$ cat src/rtl/chunk_serial_comparator.sv
// Multi-cycle magnitude comparator: walks the operands CHUNK bits per clock, MSB chunk first.
// Define COMPARATOR_SIGNED_EN to treat the operands as two's complement.
module chunk_serial_comparator #(
  parameter int WIDTH = 12,
  parameter int CHUNK = 3
) (
  input  logic             clk,
  input  logic             rst_n,
  input  logic             start,
  input  logic [WIDTH-1:0] a,
  input  logic [WIDTH-1:0] b,
  output logic             busy,
  output logic             done,
  output logic             eq,
  output logic             neq,
  output logic             lt,
  output logic             gt,
  output logic             le,
  output logic             ge
);

  localparam int NCH = WIDTH / CHUNK;
  localparam int IW  = (NCH > 1) ? $clog2(NCH) : 1;

  typedef enum logic {IDLE, CMP} state_t;

  state_t           state_q, state_d;
  logic [IW-1:0]    idx_q, idx_d;
  logic [WIDTH-1:0] a_q, a_d, b_q, b_d;
  logic             done_q, done_d;
  logic [5:0]       flags_q, flags_d;
  logic [CHUNK-1:0] ca, cb;

  // The compare is in flight exactly while the FSM sits in CMP
  assign busy = (state_q == CMP);
  assign done = done_q;
  assign {eq, neq, lt, gt, le, ge} = flags_q;

  always_ff @(posedge clk or negedge rst_n) begin
    if (!rst_n) begin
      state_q <= IDLE;
      idx_q   <= '0;
      a_q     <= '0;
      b_q     <= '0;
      done_q  <= 1'b0;
      flags_q <= '0;
    end else begin
      state_q <= state_d;
      idx_q   <= idx_d;
      a_q     <= a_d;
      b_q     <= b_d;
      done_q  <= done_d;
      flags_q <= flags_d;
    end
  end

  // Select the current chunk; in signed mode flipping the sign bit of the top
  // chunk maps two's complement order onto unsigned order.
  always_comb begin
    ca = '0;
    cb = '0;
    for (int i = 0; i < NCH; i++) begin
      if (idx_q == IW'(i)) begin
        ca = a_q[i*CHUNK +: CHUNK];
        cb = b_q[i*CHUNK +: CHUNK];
      end
    end
`ifdef COMPARATOR_SIGNED_EN
    if (idx_q == IW'(NCH - 1)) begin
      ca[CHUNK-1] = ~ca[CHUNK-1];
      cb[CHUNK-1] = ~cb[CHUNK-1];
    end
`endif
  end

  always_comb begin
    state_d = state_q;
    idx_d   = idx_q;
    a_d     = a_q;
    b_d     = b_q;
    done_d  = 1'b0;
    flags_d = flags_q;
    case (state_q)
      IDLE: begin
        if (start) begin
          a_d     = a;
          b_d     = b;
          idx_d   = IW'(NCH - 1);
          state_d = CMP;
        end
      end
      CMP: begin
        if (ca != cb) begin
          // {eq, neq, lt, gt, le, ge}
          flags_d = (ca > cb) ? 6'b010101 : 6'b011010;
          done_d  = 1'b1;
          state_d = IDLE;
        end else if (idx_q == '0) begin
          flags_d = 6'b100011;
          done_d  = 1'b1;
          state_d = IDLE;
        end else begin
          idx_d = idx_q - IW'(1);
        end
      end
      default: state_d = IDLE;
    endcase
  end

endmodule

$ cat config.mk
export PLATFORM = sky130hd
export DESIGN_NAME = chunk_serial_comparator
export DESIGN_NICKNAME = d
export VERILOG_FILES = /design/src/rtl/chunk_serial_comparator.sv
export SDC_FILE = /design/constraint.sdc
export NUM_CORES = 1
export LEC_CHECK = 0
export ABC_AREA = 0
export CAP_MARGIN = 20
export CORE_AREA = 4 4 65 67
export CTS_CLUSTER_DIAMETER = 30
export DETAILED_ROUTE_END_ITERATION = 8
export DIE_AREA = 0 0 69 71
export PLACE_DENSITY = 0.7
export SLEW_MARGIN = 10
export SYNTH_ARGS = -nofsm -noshare
export SYNTH_HDL_FRONTEND = slang
export SYNTH_SLANG_ARGS = --single-unit
$ cat constraint.sdc
create_clock -name clk -period 2.73 [get_ports clk]
set_clock_uncertainty 0.05 [all_clocks]
set_input_delay 0.4095 -clock clk [delete_from_list [all_inputs] [get_ports clk]]
set_output_delay 0.4095 -clock clk [all_outputs]
set_load 0.01 [all_outputs]
==> results of run 1 <==
cell usage after synthesis, drive strengths merged (2+ instances only):
master  instances
a22oi           3
dfrtp          34
nor2            2
mux2i           3
buf             4
mux2           22
o21ai           7
a21oi           7
inv             8
o31ai           3
ha              7
a221o           2
clkbuf          2
a221oi          3
nand2           9
nor2b           6
final cells by class:
class | instances | area (µm²) | area share, %
Inverter | 8 | 30.0 | 1.44
Sequential cell | 34 | 852 | 40.9
Multi-Input combinational cell | 80 | 698 | 33.5
Tap cell | 48 | 60.1 | 2.88
Timing Repair Buffer | 37 | 363 | 17.4
Clock buffer | 6 | 82.6 | 3.96
layer usage:
layer,wire (µm),up-vias
met5,0,-
met3,160,8
met2,1670,32
met1,1260,544
met4,58,0
li1,-,529
flip-flops by register name, summed over array words and instances, names as in the netlist:
| name | cells |
|---|---|
| b_q | 12 |
| idx_q | 2 |
| a_q | 12 |
| done | 1 |
| busy | 1 |
| flags_q | 6 |
power groups by stage:
stage	clock network [W]	registers, W	logic (W)
finish	0.000350	0.000857	0.000928
floorplan	0	0.000827	0.000613
detailed placement	0	0.000863	0.000882
global route	0.000389	0.000878	0.00102
global placement	0	0.000856	0.000828
CTS	0.000361	0.000855	0.000889
worst max-delay path, cell delays in order, from the launching register on:
cell,delay (ns)
dfrtp_2,0.42
inv_1,0.08
ha_1,0.21
nor2b_2,0.18
a221o_1,0.34
a22oi_1,0.19
ha_1,0.23
nand3_4,0.14
or3b_4,0.45
mux2i_1,0.20
worst max path at each step:
stage | endpoint | slack (ns) | depth (start not counted)
global placement | flags_q[0] | 0.23 | 9
global route | idx_q[1] | 0.02 | 9
detailed placement | flags_q[0] | 0.07 | 9
finish | idx_q[1] | 0.15 | 9
floorplan | flags_q[0] | 0.32 | 9
CTS | flags_q[0] | 0.06 | 9
through the flow:
stage                     cells  cell area (µm²)  setup slack [ns]  power (W)  util, %
after CTS                   213             2060            0.0562    0.00210     56.6
after detailed placement    207             1970            0.0715    0.00174     54.3
after global routing        213             2090            0.0168    0.00229     57.4
final                       213             2090             0.148    0.00213     57.4
after global placement      207             1970             0.232    0.00168     54.3
after floorplan             128             1580             0.318    0.00144        -
timing repair:
| item | CTS | global route |
|---|---|---|
| endpoints found under the setup margin | 0 | 3 |
| gates resized for setup | 0 | 5 |
| buffers inserted | 0 | 0 |
logic make-up after synthesis:
group	share of synthesized area [%]
AO/OA/AOI/OAI	12.3
adder cells (fa/ha/maj)	5.54
buffers and inverters	3.96
flip-flops	53.8
multiplexers	17.6
AND/OR/NAND/NOR	6.88
==> impl_metrics.toml, run 1 <==
[logic_synthesis]
async_flop_share_pct = 100
ys_seq_elements = 34
synth_top_area_share_pct = 53.8
synth_cells = 128
synth_cell_types = 26
yosys_warnings = 0
yosysSeqAreaShare_pct = 53.8
yosys.area.top_type = "dfrtp_1"
synth_edf_count = 0
synth_area_um2 = 1580
synth_nets = 162
synth.area.top_cells = "dfrtp_1, mux2_1, ha_1, a21oi_1, nand2_1"
syn_area_per_cell_um2 = 12.4
ys.flop_type = "dfrtp_1"

[route]
ant_nets = 0
vias = 1113
avgRoutedWirePerCell_um = 14.8
routed_wl_um = 3150
vias_per_cell = 5.23
dr.pass1.iters = 4
first_iter_violations = 58
remaining_drc_errors = 0

[global_routing]
grt_usage_pct = 13.7
grtUsageMet2_pct = 24.0
antenna_found_initial = 0
grt_overflow = 0
busiest_layer = "met2"
grt_max_degree = 35
grt_pass1_wl_um = 5290
grt_util_met3_pct = 5.40
first_global_vias = 1163
grt_use_met1_pct = 15.0

[critical_path]
cp.arrival_ns = 2.72
r2r_start = "idx_q[0]"
reg2regPathDepth = 9
crit_path_max_fanout = 6
critPathRequiredTime_ns = 2.87
reg2reg_to = "idx_q[1]"
startpoint_type = "flop"
endpoint_kind = "flop"
crit_path_start = "idx_q[0]"
path_class = "flop to flop"
reg2reg_slack_ns = 0.15

[pwr]
internal-power_w = 0.00138
switching_share_pct = 35.5
pwr-share-clk_pct = 16.4
cellPowerDensity_nw_per_um2 = 1020
power_switching_w = 0.000759
p_leak_nw = 0.908
ir_worst_vdd_uv = 399
pwr-share-seq_pct = 40.1
p_comb_share_pct = 43.5

[run_status]
status = "finished clean"

[final_layout]
final_common_cell = "clkdlybuf4s50_1"
drive_gt1_share_pct = 10.3
final_cell_mix = "clkdlybuf4s50_1, dfrtp_1, mux2_1"
fin_nets = 200
diodes = 0
fillCellCount = 335
areaGrowthSynthToFinish_pct = 31.9

[floorplanning]
core-area_um2 = 3630
start_util_pct = 43.5
die_y_um = 71
ios = 35
fp.dieW_um = 69
die_area_um2 = 4900
fp-row-count = 22

[cts]
postCtsHoldBufs = 0
htreeDepth = 2
cts.sinks = 34
insertion_delay_ns = 0.28
clockBufferDepth = 2
cts_tree = "yes"
clk_pin_slew_ns = 0.06
clockRootBuffer = "clkbuf_8"
numCtsBuffers = 5

[sta]
holdWs_ns = 0.445
rsz0062_at_grt = "false"
post-route-period-util_pct = 94.6
slew_headroom_pct = 72.2
post-route-min-period_ns = 2.58
finalMaxSlewViolations = 0
finalSetupViolCount = 0
max_freq_ghz = 0.387
worst_slew_pin_slew_ns = 0.417
fin_setup_tns_ns = 0
finalHoldViolCount = 0

[run]
drv_cap = 0

[place]
hpwl_um = 2400
gp_congestion = 0.846
port_buffers = 34

[min_path]
hold_path_startpoint = "b_q[9]"
hold_class = "flop to flop"
whs_path_depth = 1
hold_end = "b_q[9]"
Note: power is estimated with default switching activity, not from simulation.
==> run 2: changes to the inputs <==
--- a/config.mk
+++ b/config.mk
@@ -11,6 +11,7 @@
 export CTS_CLUSTER_DIAMETER = 30
 export DETAILED_ROUTE_END_ITERATION = 8
 export DIE_AREA = 0 0 69 71
+export GPL_TIMING_DRIVEN = 0
 export PLACE_DENSITY = 0.7
 export SLEW_MARGIN = 10
 export SYNTH_ARGS = -nofsm -noshare
==> run 2 against run 1 <==
Against the previous run: non-clock buffer count is 5 higher; global-route usage about the same; routed wire length up 0.38%; final area up 2.0%; clock power fell by 5%.
==> impl_metrics.toml, run 2 (synthesis gave the netlist of run 1 again) <==
[run_status]
status = "finished clean"

[sta]
worst_slew_pin_slew_ns = 0.734
max_freq_ghz = 0.377
holdWs_ns = 0.134
finalMaxSlewViolations = 0
post-route-period-util_pct = 97.1
finalHoldViolCount = 0
finalSetupViolCount = 0
slew_headroom_pct = 51.1
post-route-min-period_ns = 2.65
fin_setup_tns_ns = 0

[cts]
clk_pin_slew_ns = 0.06
postCtsHoldBufs = 0
numCtsBuffers = 5
cts.sinks = 34
htreeDepth = 2
cts_tree = "yes"
clockRootBuffer = "clkbuf_8"
insertion_delay_ns = 0.28
clockBufferDepth = 2

[place]
hpwl_um = 2350
gp_congestion = 0.749
dpl_cell_area_um2 = 1980
port_buffers = 34

[final_layout]
final_common_cell = "dfrtp_1"
final_util_pct = 58.5
drive_gt1_share_pct = 12.9
final_cell_mix = "dfrtp_1, clkdlybuf4s50_1, mux2_1"
diodes = 0
fillCellCount = 309
reg.largest.list = "a_q: 12 flops, b_q: 12 flops, flags_q: 6 flops"
areaGrowthSynthToFinish_pct = 34.5
fin_nets = 205
finish.instance_area_um2 = 2130

[critical_path]
critPathMaxStageDelay_ns = 0.44
cp_slowest_cell = "or3b_4"
path_class = "flop to flop"
endpoint_kind = "flop"
crit_top_cell = "ha_1"
crit_path_max_fanout = 10
startpoint_type = "flop"
cp.arrival_ns = 2.80
critPathRequiredTime_ns = 2.88
crit_chain = "inv_1, ha_1, buf_2, a221oi_1, o31ai_1, ha_1, nand3_4, or3b_4, mux2i_1"

[floorplanning]
ios = 35
core-area_um2 = 3630
fp.dieW_um = 69
die_area_um2 = 4900
start_util_pct = 43.5
die_y_um = 71
fp-row-count = 22

[route]
remaining_drc_errors = 0
avgRoutedWirePerCell_um = 14.4
vias = 1113
dr.pass1.iters = 4
vias_per_cell = 5.08
routed_wl_um = 3160
first_iter_violations = 21
ant_nets = 0

[pwr]
cellPowerDensity_nw_per_um2 = 1010
p_leak_nw = 0.925
power_w = 0.00215
ir_worst_vdd_uv = 483

[global_routing]
antenna_found_initial = 0
grt_pass1_wl_um = 5380
first_global_vias = 1216
grt_overflow = 0
grt_max_degree = 35
grt_usage_pct = 13.7

[min_path]
hold_class = "input port to asynchronous set/reset pin"

[run]
drv_cap = 0
-- run 2: critical path, delay by kind of cell (launching register included) --
kind | cells | cell delay, ns
compound gates | 2 | 0.38
fa+ha+maj | 2 | 0.64
buf+inv | 2 | 0.32
flops | 1 | 0.42
mux | 1 | 0.18
simple gates | 2 | 0.57
-- run 2: metal layers --
layer	global-route usage, %	part of all wire, %	vias to the layer above
met5	0	0	-
met4	3.90	1.3	0
met3	4.97	5.3	7
met2	23.6	51	29
met1	16.1	43	534
li1	-	-	543
-- run 2: final cells by class --
type	count	area [µm²]	area share [%]
Tap cell	48	60.1	2.82
Inverter	8	30.0	1.41
Sequential cell	34	851	40.0
Multi-Input combinational cell	80	726	34.1
Buffer	6	33.8	1.59
Timing Repair Buffer	36	350	16.5
Clock buffer	7	76.3	3.59
-- run 2: repair_timing --
item	CTS	global route
setup buffers	0	2
resized for setup	2	10
endpoints found under the setup margin	1	4
-- run 2: worst paths after layout --
path | to | slack (ns) | cells past startpoint | start
setup / recovery | idx_q[1] | 0.08 | 9 | idx_q[0]
hold / removal | a_q[6] | 0.13 | 1 | rst_n
setup reg to reg | idx_q[1] | 0.08 | 9 | idx_q[0]
hold reg to reg | b_q[5] | 0.44 | 1 | b_q[5]
max in group asynchronous | b_q[9] | 2.02 | 1 | rst_n
min in group clk | b_q[5] | 0.44 | 1 | b_q[5]
-- run 2: stage by stage --
step,setup slack (ns),cells
4_1_cts,0.0111,217
2_1_floorplan,0.318,128
6_report,0.0784,219
3_3_place_gp,0.0568,210
3_5_place_dp,0.0153,210
5_1_grt,-0.0226,219
-- run 2: report_power, final --
part | leakage, nW | switching (W) | internal (W) | total, W
sequential | 0.395 | 0.000111 | 0.000722 | 0.000833
clock | 0.0383 | 0.000157 | 0.000175 | 0.000332
combinational | 0.492 | 0.000497 | 0.000488 | 0.000985
